===== src/rtl/buyruk_sirala_if.sv =====
// Program-write and result-output handshake channels of buyruk_sirala.
// The issuer side uses the slave modport; the producer/consumer side uses master.
interface buyruk_sirala_if #(
   parameter int W  = 9,
   parameter int RW = 4
);
   logic          yaz_gecerli;
   logic [W-1:0]  yaz_veri;
   logic          yaz_hazir;
   logic          cikis_gecerli;
   logic [RW-1:0] cikis_veri;
   logic          cikis_hazir;

   modport slave (
      input  yaz_gecerli,
      input  yaz_veri,
      output yaz_hazir,
      output cikis_gecerli,
      output cikis_veri,
      input  cikis_hazir
   );

   modport master (
      output yaz_gecerli,
      output yaz_veri,
      input  yaz_hazir,
      input  cikis_gecerli,
      input  cikis_veri,
      output cikis_hazir
   );
endinterface


===== src/rtl/buyruk_sirala.sv =====
// Sequential issuer for the combinational bibp ALU: buffers program words,
// issues them one at a time and returns each captured result in order.
module buyruk_sirala #(
   parameter int N        = 3,
   parameter int DERINLIK = 8
) (
   input  logic                 clk,
   input  logic                 rst,
   buyruk_sirala_if.slave       bus,
   input  logic                 basla,
   output logic [2*N+2:0]       buyruk,
   input  logic [N:0]           sonuc_gir,
   output logic                 mesgul,
   output logic                 bitti
);
   localparam int W  = 2*N + 3;
   localparam int AW = (DERINLIK > 1) ? $clog2(DERINLIK) : 1;
   localparam logic [AW:0] DOLU = (AW+1)'(DERINLIK);

   typedef enum logic [1:0] {BOS, GONDER, YAKALA, CIKIS} durum_t;

   durum_t        durum_reg;
   logic [W-1:0]  mem [DERINLIK];
   logic [AW-1:0] oku_ptr_reg;
   logic [AW-1:0] yaz_ptr_reg;
   logic [AW:0]   sayac_reg;
   logic [W-1:0]  buyruk_reg;
   logic [N:0]    cikis_veri_reg;
   logic          cikis_gecerli_reg;
   logic          mesgul_reg;
   logic          bitti_reg;

   logic yaz_hazir;
   logic yaz_en;

   assign yaz_hazir = (durum_reg == BOS) && (sayac_reg < DOLU);
   assign yaz_en    = bus.yaz_gecerli && yaz_hazir;

   assign bus.yaz_hazir     = yaz_hazir;
   assign bus.cikis_gecerli = cikis_gecerli_reg;
   assign bus.cikis_veri    = cikis_veri_reg;
   assign buyruk            = buyruk_reg;
   assign mesgul            = mesgul_reg;
   assign bitti             = bitti_reg;

   // Program storage: write-only port here, read is registered into buyruk.
   always_ff @(posedge clk) begin
      if (yaz_en) begin
         mem[yaz_ptr_reg] <= bus.yaz_veri;
      end
   end

   always_ff @(posedge clk) begin
      if (rst) begin
         durum_reg         <= BOS;
         oku_ptr_reg       <= '0;
         yaz_ptr_reg       <= '0;
         sayac_reg         <= '0;
         buyruk_reg        <= '0;
         cikis_veri_reg    <= '0;
         cikis_gecerli_reg <= 1'b0;
         mesgul_reg        <= 1'b0;
         bitti_reg         <= 1'b0;
      end else begin
         bitti_reg <= 1'b0;
         case (durum_reg)
            BOS: begin
               if (yaz_en) begin
                  yaz_ptr_reg <= yaz_ptr_reg + AW'(1);
                  sayac_reg   <= sayac_reg + (AW+1)'(1);
               end
               // A word written in the same cycle as basla joins the run.
               if (basla && ((sayac_reg != '0) || yaz_en)) begin
                  durum_reg  <= GONDER;
                  mesgul_reg <= 1'b1;
               end
            end
            GONDER: begin
               buyruk_reg <= mem[oku_ptr_reg];
               durum_reg  <= YAKALA;
            end
            YAKALA: begin
               cikis_veri_reg    <= sonuc_gir;
               cikis_gecerli_reg <= 1'b1;
               durum_reg         <= CIKIS;
            end
            CIKIS: begin
               if (bus.cikis_hazir) begin
                  cikis_gecerli_reg <= 1'b0;
                  oku_ptr_reg       <= oku_ptr_reg + AW'(1);
                  sayac_reg         <= sayac_reg - (AW+1)'(1);
                  if (sayac_reg == (AW+1)'(1)) begin
                     bitti_reg  <= 1'b1;
                     mesgul_reg <= 1'b0;
                     durum_reg  <= BOS;
                  end else begin
                     durum_reg <= GONDER;
                  end
               end
            end
            default: durum_reg <= BOS;
         endcase
      end
   end
endmodule


===== src/flat_wrapper.sv =====
// flat-port wrapper written by rule: the top's interface ports become plain ports
module buyruk_sirala_flat 
#(
   parameter int N        = 3,
   parameter int DERINLIK = 8
)
  (clk, rst, basla, buyruk, sonuc_gir, mesgul, bitti, bus_yaz_gecerli, bus_yaz_veri, bus_yaz_hazir, bus_cikis_gecerli, bus_cikis_veri, bus_cikis_hazir);
  buyruk_sirala_if #(.W(9), .RW(4)) bus_i ();
  input  logic clk;
  input  logic rst;
  input  logic basla;
  output logic [2*N+2:0] buyruk;
  input  logic [N:0] sonuc_gir;
  output logic mesgul;
  output logic bitti;
  input wire logic [$bits(bus_i.yaz_gecerli)-1:0] bus_yaz_gecerli;
  input wire logic [$bits(bus_i.yaz_veri)-1:0] bus_yaz_veri;
  output wire logic [$bits(bus_i.yaz_hazir)-1:0] bus_yaz_hazir;
  output wire logic [$bits(bus_i.cikis_gecerli)-1:0] bus_cikis_gecerli;
  output wire logic [$bits(bus_i.cikis_veri)-1:0] bus_cikis_veri;
  input wire logic [$bits(bus_i.cikis_hazir)-1:0] bus_cikis_hazir;
  assign bus_i.yaz_gecerli = bus_yaz_gecerli;
  assign bus_i.yaz_veri = bus_yaz_veri;
  assign bus_yaz_hazir = bus_i.yaz_hazir;
  assign bus_cikis_gecerli = bus_i.cikis_gecerli;
  assign bus_cikis_veri = bus_i.cikis_veri;
  assign bus_i.cikis_hazir = bus_cikis_hazir;
  buyruk_sirala #(.N(N), .DERINLIK(DERINLIK)) u_core (.clk(clk), .rst(rst), .bus(bus_i), .basla(basla), .buyruk(buyruk), .sonuc_gir(sonuc_gir), .mesgul(mesgul), .bitti(bitti));
endmodule

===== config.mk =====
export PLATFORM = sky130hd
export DESIGN_NAME = buyruk_sirala_flat
export DESIGN_NICKNAME = d
export VERILOG_FILES = /design/src/rtl/buyruk_sirala_if.sv /design/src/rtl/buyruk_sirala.sv /design/src/flat_wrapper.sv
export SDC_FILE = /design/constraint.sdc
export NUM_CORES = 1
export LEC_CHECK = 0
export ABC_AREA = 1
export CAP_MARGIN = 25
export CORE_UTILIZATION = 50
export CTS_CLUSTER_SIZE = 24
export DETAILED_ROUTE_END_ITERATION = 8
export MAX_ROUTING_LAYER = met4
export PLACE_DENSITY = 0.7
export SKIP_CTS_REPAIR_TIMING = 1
export SLEW_MARGIN = 20
export SYNTH_ARGS = -nofsm -noshare
export SYNTH_HDL_FRONTEND = slang
export SYNTH_SLANG_ARGS = --single-unit

===== constraint.sdc =====
create_clock -name clk -period 5.3 [get_ports clk]
set_input_delay 0.53 -clock clk [delete_from_list [all_inputs] [get_ports clk]]
set_output_delay 0.53 -clock clk [all_outputs]
set_load 0.03 [all_outputs]

# Yosys cells after proc, flatten, opt, wreduce, memory -nomap -nowiden
# Memory sizes are Yosys's and may differ from the RTL's. A register that Yosys moved wholly into a read port is not among the register bits.
# Index checks and enable logic that the tools add are counted.
[op_classes]
bitwise_logic = 2
multipliers = 0
add_sub_neg = 4
n_lt_le_gt_ge = 1
shift = 0
n_eq_ne = 8
n_div = 0
n_reduce_logical = 15
muxes = 16
[op_table]
columns = ["op", "count"]
rows = [
  ["1-bit 2-to-1 mux", 8],
  ["4-bit 2-to-1 mux", 2],
  ["2-bit case mux with 4 select lines", 1],
  ["4-bit case mux with 2 select lines", 1],
  ["2-bit AND reduction", 4],
  ["3-bit by 1-bit adder with 3-bit output, second input constant", 2],
  ["4-bit by 1-bit adder with 4-bit output, second input constant", 1],
  ["2-bit == test, second input constant", 2],
  ["4-bit by 1-bit == test with 1-bit output, second input constant", 1],
  ["4-bit less-than comparator, second input constant", 1],
  ["2-bit 2-to-1 mux", 2],
  ["2-bit by 1-bit != test with 1-bit output, second input constant", 2],
  ["2-bit != test, second input constant", 2],
  ["1-bit case mux with 2 select lines", 2],
  ["4-bit AND reduction", 1],
  ["2-bit nonzero test", 2],
  ["4-bit nonzero test", 1],
  ["4-bit by 1-bit subtractor with 4-bit output, second input constant", 1],
  ["1-bit logical AND", 3],
  ["3-bit AND reduction", 1],
  ["3-bit OR reduction", 1],
  ["2-bit by 1-bit == test with 1-bit output, second input constant", 1],
  ["2-bit logical NOT", 1],
  ["1-bit NOT", 2],
  ["1-bit logical OR", 1],
]
[word_totals]
romBits = 0
input_bits = 18
memories = 1
wordCells = 55
regBits = 19
mem_bits_rw = 72
latchBits = 0
out_inout_bits = 17
[mem_list]
columns = ["name", "words", "width", "rd", "rd_ports_with_merged_regs", "write_ports", "line_no", "text"]
rows = [
  ["u_core.mem", 8, 9, 1, 1, 1, "buyruk_sirala.sv:23", "logic [W-1:0] mem [DERINLIK];"],
]

# Depth between registers and ports, before layout
# Gate-level depths: netlist (run 1).
[depth]
depth_word = 7
ltp_mapped = 10
mapped_depth_nobuf = 10

# Least setup slack after synthesis (run 1)
# Ideal clock, no wire load.
[synth_timing]
path_kind = "reg2reg"
start = "register u_core.durum_reg[0]"
end = "memory u_core.mem[0][0], enable pin"
path_buffers = 0
synth_period_minus_slack_ps = 2272
arrival_time_ps = 1898
setup_ps = 374
required_ps = 4926
path_stages_with_launch = 7
slack_ps = 3028
cell_sequence = "dfxtp_1 > inv_1 > ha_1 > inv_1 > nor2_1 > nand3_1 > nor2_1"
[synth_via]
elab_chain_cells = 5
[synth_rtl]
columns = ["element", "line_no", "text"]
rows = [
  ["from (decl)", "buyruk_sirala.sv:22", "durum_t durum_reg;"],
  ["from (signal assigned)", "buyruk_sirala.sv:55", "durum_reg <= BOS;"],
  ["from (signal assigned)", "buyruk_sirala.sv:74", "durum_reg <= GONDER;"],
  ["from (signal assigned)", "buyruk_sirala.sv:80", "durum_reg <= YAKALA;"],
  ["2-bit logical NOT", "buyruk_sirala.sv:36", "assign yaz_hazir = (durum_reg == BOS) && (sayac_reg < DOLU);"],
  ["1-bit logical AND", "buyruk_sirala.sv:36", ""],
  ["via bus_yaz_hazir", "flat_wrapper.sv:18", "output wire logic [$bits(bus_i.yaz_hazir)-1:0] bus_yaz_hazir;"],
  ["1-bit logical AND", "buyruk_sirala.sv:37", "assign yaz_en = bus.yaz_gecerli && yaz_hazir;"],
  ["1-bit 2-to-1 mux", "buyruk_sirala.sv:48", "if (yaz_en) begin"],
  ["1-bit 2-to-1 mux (implied by the code)", "buyruk_sirala.sv:49", "mem[yaz_ptr_reg] <= bus.yaz_veri;"],
  ["to (decl)", "buyruk_sirala.sv:23", ""],
]
# The timed path passes the listed nets, and every way through them passes these cells.

# Worst setup path after layout (run 1)
[layout_timing]
start = "register u_core.durum_reg[0]"
end = "output bus_yaz_hazir"
[layout_via]
elab_chain_cells = 2
[layout_rtl]
columns = ["element", "line_no"]
rows = [
  ["2-bit logical NOT", "buyruk_sirala.sv:36"],
  ["1-bit logical AND", "buyruk_sirala.sv:36"],
  ["to (decl)", "flat_wrapper.sv:18"],
]
# Every way passes these cells.

==> reports/summary.txt, run 1 <==
Yosys warning total - 0
Synth Register Bits - 100
Critical Path Most Common Cell - inv_1
Via-to-Cell Ratio - 5.410
Global-route wire length before repair - 13,510 um
Worst Tran Pin Value - 782.9 ps
Die Y - 93.37 um
Maximum clock insertion buffer count - 2
Sw frac - 0.3226
Total GRT Usage - 0.2206
CP max FO - 5
Post-synth net total - 421
GP Congestion - 0.8397
Final Power - 2.037 mW
IO Pins - 35
Largest stage delay, worst path - 700 ps
Number of fill cells - 650
Cell Chain, Critical Path - inv_1 > ha_1 > inv_1 > nor2_1 > clkdlybuf4s50_1
Max Fclk - 387.4 MHz
Critical path type - reg -> out
CP max-delay cell - clkdlybuf4s50_1
Row count - 32
Sequential fraction of the synthesis area - 0.6523
Post-synth cell types - 29
Clk Latency, worst-skew pair - 350 ps
Post-Syn Area - 4174 um^2
Final period utilization - 0.4871
Placed cells - 509
P_leak - 1.675 nW
Mapped Cells - 392
Root Buffer - clkbuf_8
Max Cap Violations - 0
Syn Area/Cell - 10.65 um^2
Status - completed
Largest net degree at the start of global routing - 39
Post-synth EDFFs - 72
Final setup TNS - 0 ps
Max reg flops - 72
Antenna cells - 0
Iter 0 DRT Violations - 241
Worst Setup End Kind - primary output
Die W - 93.37 um
RSZ-0062 raised after global routing - no
Initial Util - 0.5292
Switching pwr - 657.1 uW
Sink Count - 100
Gate power share - 0.267
Worst path arrival time - 2050 ps
DR vias - 2,840
Rel. slew slack - 0.4762
WP buf/inv - 3
Internal Power - 1.380 mW
Sequential Power Share - 0.486
Clock transition at path regs - 90 ps
DRC Markers - 0
FFs w/ async S/R, synth - 0
HP Class - reg -> reg
Share of layout cells above drive strength 1 - 0.06856
Most frequent cells in the layout - 86 x nor2_1, 72 x edfxtp_1, 35 x nand2_1, 35 x o21ai_0, 34 x clkdlybuf4s50_1
Port-buffer cells - 34
Total wire length - 8736 um
Power Dens Cells - 430.0 nW/um^2
Dpl hpwl - 5930 um
Vias in the first global route - 2,642
Nets - 447
TritonCTS buffer count - 9
Clock Skews - 9.274 ps
Kind of cell adding the most delay to the critical path - buffers and inverters
Die ar. - 8717 um^2
Worst endpoint required time - 4770 ps
Storage element area - 2723 um^2
Antenna Nets Post-Route - 0
Ys flop type - edfxtp_1
Final setup violation count - 0
GRT overflow - 0
TritonCTS clock tree - yes
CORE AREA - 7888 um^2
Hold Fails Final Rpt - 0
Fin crit period - 2582 ps
Initial antenna violation count - 0
VDD IR max - 0.1855 mV
Total iterations of the first detailed-routing run - 5
Max Slew Vio Count - 0
Final hold slack - 461.5 ps
Htree depth - 3
Most common cell after layout, fill and taps aside - nor2_1
Area of the multi-input gates - 1245 um^2
Layout area overhead - 13.49%
Clock Power Share - 0.247
Critical Path Start Type - flip-flop
Layout Cells excl Fill - 525
Per-cell routed wire length - 16.64 um
## power groups by stage
stage / logic, mW / registers [mW] / clock network (mW)
after global placement: 0.533 / 1.00 / 0
after floorplan: 0.294 / 1.07 / 0
after global routing: 0.600 / 1.00 / 0.547
after CTS: 0.545 / 0.990 / 0.507
after detailed placement: 0.545 / 1.01 / 0
final: 0.544 / 0.990 / 0.503
## cells in the mapped netlist (4+ instances only)
cell,number,area (um^2)
nor2_1,86,322.8
edfxtp_1,72,2162
nand2_1,35,131.4
o21ai_0,35,175.2
dfxtp_1,28,560.5
o21ai_1,22,110.1
a21oi_1,20,100.1
inv_1,15,56.30
nand3_1,15,75.07
ha_1,11,137.6
o211ai_1,9,67.56
buf_2,7,35.03
clkbuf_1,6,22.52
inv_2,6,22.52
buf_4,4,30.03
## through the flow
step | util | worst slack (ps) | area [um^2]
2_1_floorplan | - | 3028 | 4174
3_3_place_gp | 0.5741 | 2918 | 4528
3_5_place_dp | 0.5741 | 2857 | 4528
4_1_cts | 0.6006 | 2729 | 4737
5_1_grt | 0.6006 | 2626 | 4737
6_report | 0.6006 | 2718 | 4737
## kinds of logic (layout without fill, tap and decap cells)
family,after synthesis,count (layout),synth area share
flops,100,100,0.6523
fa+ha+maj,11,11,0.03297
simple gates,148,148,0.1466
xor+xnor,2,2,0.004197
buf+inv,42,73,0.04946
compound gates,89,89,0.1145
## cell type report
cell class              count  area share
flip-flops and latches    100      0.5747
multi-input cells         250      0.2628
repair buffers             35     0.07343
clock buffers              11     0.03196
well taps                 102     0.02694
inverters                  22     0.01796
clock inverters             5     0.01215
## worst min-delay path: cells and delay by family (launching register included)
family / cells / cell delay, ps
compound gates: 1 / 60
flops: 1 / 320
buf+inv: 1 / 50
## layer usage
layer	routed length [um]	GRT usage	share of wire	up-vias
li1	-	-	-	1400
met3	600	0.04797	0.069	14
met5	0	-	0	-
met2	4072	0.3272	0.47	97
met1	3900	0.3073	0.45	1329
met4	162	0.06538	0.019	0
## path summary, 6_finish.rpt
path,startpoint,endpoint,slack [ps],cells past startpoint
max,u_core.durum_reg[0]$_SDFFE_PP0P_,bus_yaz_hazir,2720,5
min,u_core.mesgul$_SDFFE_PP0P_,u_core.mesgul$_SDFFE_PP0P_,460,2
max reg2reg,u_core.durum_reg[0]$_SDFFE_PP0P_,u_core.mem[6][5]$_DFFE_PP_,3000,6
min reg2reg,u_core.mesgul$_SDFFE_PP0P_,u_core.mesgul$_SDFFE_PP0P_,460,2
Note: power is estimated with default switching activity, not from simulation.
==> inputs of run 2 (changes only) <==
- clock period: 5.3 -> 2.4 ns (I/O delays scaled with it)
==> run 2 against run 1 <==
  * Combinational power grew 120%
  * Count of clock-buffer cells in the layout shrank 1
  * First-iteration DRC count grew 9.1%
  * Worst hold slack worse by 18 ps
  * Register-to-register slack lost 2500 ps
  * Clock skew rose by 4.1 ps
  * Design area up 0.90%
  * Via count rose by 0.35%
  * Critical endpoint unchanged
  * Critical path type unchanged
  * Clock power grew 100%
==> reports/summary.txt, run 2 (synthesis gave the netlist of run 1 again) <==
Max Slew Vio Count - 0
Htree depth - 3
Total wire length - 8731 um
Worst Tran Pin Value - 580.4 ps
GRT overflow - 0
Final hold slack - 443.5 ps
Max reg flops - 72
Setup WS post-layout - 483.6 ps
Nets - 455
Clk Latency, worst-skew pair - 370 ps
Finished Cell Area - 4780 um^2
Max Fclk - 521.8 MHz
P_leak - 1.720 nW
Power Dens Cells - 928.2 nW/um^2
Maximum clock insertion buffer count - 2
IO Pins - 35
Pre-CTS setup slack - 502.4 ps
Final Power - 4.437 mW
Antenna Nets Post-Route - 0
Via-to-Cell Ratio - 5.347
Placed cells - 517
Worst endpoint required time - 2160 ps
Critical path type - reg -> out
Largest net degree at the start of global routing - 39
GRT busiest layer - met2
Sink Count - 100
Antenna cells - 0
Rel. slew slack - 0.6125
TritonCTS buffer count - 9
Row count - 32
Post-layout util - 0.6060
Share of layout cells above drive strength 1 - 0.08585
Per-cell routed wire length - 16.38 um
Status - completed
Final setup TNS - 0 ps
Global-route wire length before repair - 13,540 um
Worst path arrival time - 1680 ps
HP Class - in -> reg
Initial Util - 0.5292
Worst Setup End Kind - primary output
Total GRT Usage - 0.2234
VDD IR max - 0.4751 mV
RSZ-0062 raised after global routing - no
CP max FO - 5
Layout Cells excl Fill - 533
DP Area - 4588 um^2
Vias in the first global route - 2,721
Total iterations of the first detailed-routing run - 4
Die ar. - 8717 um^2
GR Util met3 - 0.06585
Die W - 93.37 um
GP Congestion - 0.8691
Final setup violation count - 0
Final period utilization - 0.7985
Met2 Use GR - 0.3235
DR vias - 2,850
Clock Skews - 13.38 ps
Root Buffer - clkbuf_8
Layout area overhead - 14.51%
Iter 0 DRT Violations - 263
Clock transition at path regs - 100 ps
Port-buffer cells - 34
Initial antenna violation count - 0
M1 GR Usage - 0.3023
Die Y - 93.37 um
CORE AREA - 7888 um^2
DRC Markers - 0
Most common cell after layout, fill and taps aside - nor2_1
Max Cap Violations - 0
Number of fill cells - 644
Fin crit period - 1916 ps
Critical Path Start Type - flip-flop
Hold Fails Final Rpt - 0
Most frequent cells in the layout - 86 x nor2_1, 72 x edfxtp_1, 35 x nand2_1, 35 x o21ai_0, 33 x clkdlybuf4s50_1
Dpl hpwl - 5936 um
TritonCTS clock tree - yes
[run 2: cell count changes in the layout (fill, tap and decap cells not counted), moves of 2 or more]
cell,change
buf_4,+8
inv_6,+3
clkinvlp_4,-2
inv_4,-2
[run 2: where the power goes]
group / leakage [nW] / switching (mW) / internal (mW)
logic: 0.740 / 0.782 / 0.442
registers: 0.881 / 0.107 / 2.08
clock network: 0.0996 / 0.604 / 0.424
[run 2: worst paths after layout]
kind                                                       start                               endpoint  slack (ps)  depth (start not counted)
worst max-delay path            u_core.durum_reg[0]$_SDFFE_PP0P_                          bus_yaz_hazir         480                          5
worst min-delay path                                sonuc_gir[1]  u_core.bus.cikis_veri[1]$_SDFFE_PP0P_         440                          3
worst max register to register  u_core.durum_reg[0]$_SDFFE_PP0P_             u_core.mem[4][4]$_DFFE_PP_         520                          7
worst min register to register        u_core.mesgul$_SDFFE_PP0P_             u_core.mesgul$_SDFFE_PP0P_         460                          2
[run 2: metal layers]
metal / wire length, um / vias to the layer above / part of all wire
met4: 157 / 0 / 0.018
met1: 3903 / 1345 / 0.45
met2: 4039 / 78 / 0.46
li1: - / 1414 / -
met5: 0 / - / 0
met3: 630 / 13 / 0.072
[run 2: critical path: stages (launching register included)]
cell            delay [ps]
dfxtp_1                360
inv_1                  140
ha_1                   280
inv_1                   60
nor2_1                 150
dlymetal6s2s_1         310
[run 2: layout make-up]
type,count,area (um^2),share of cell area
Timing Repair Buffer,43,410.4,0.08586
Clock inverter,6,51.30,0.01073
Multi-Input combinational cell,250,1245,0.2605
Tap cell,102,127.6,0.02670
Inverter,22,85.08,0.01780
Sequential cell,100,2723,0.5696
Clock buffer,10,137.6,0.02880
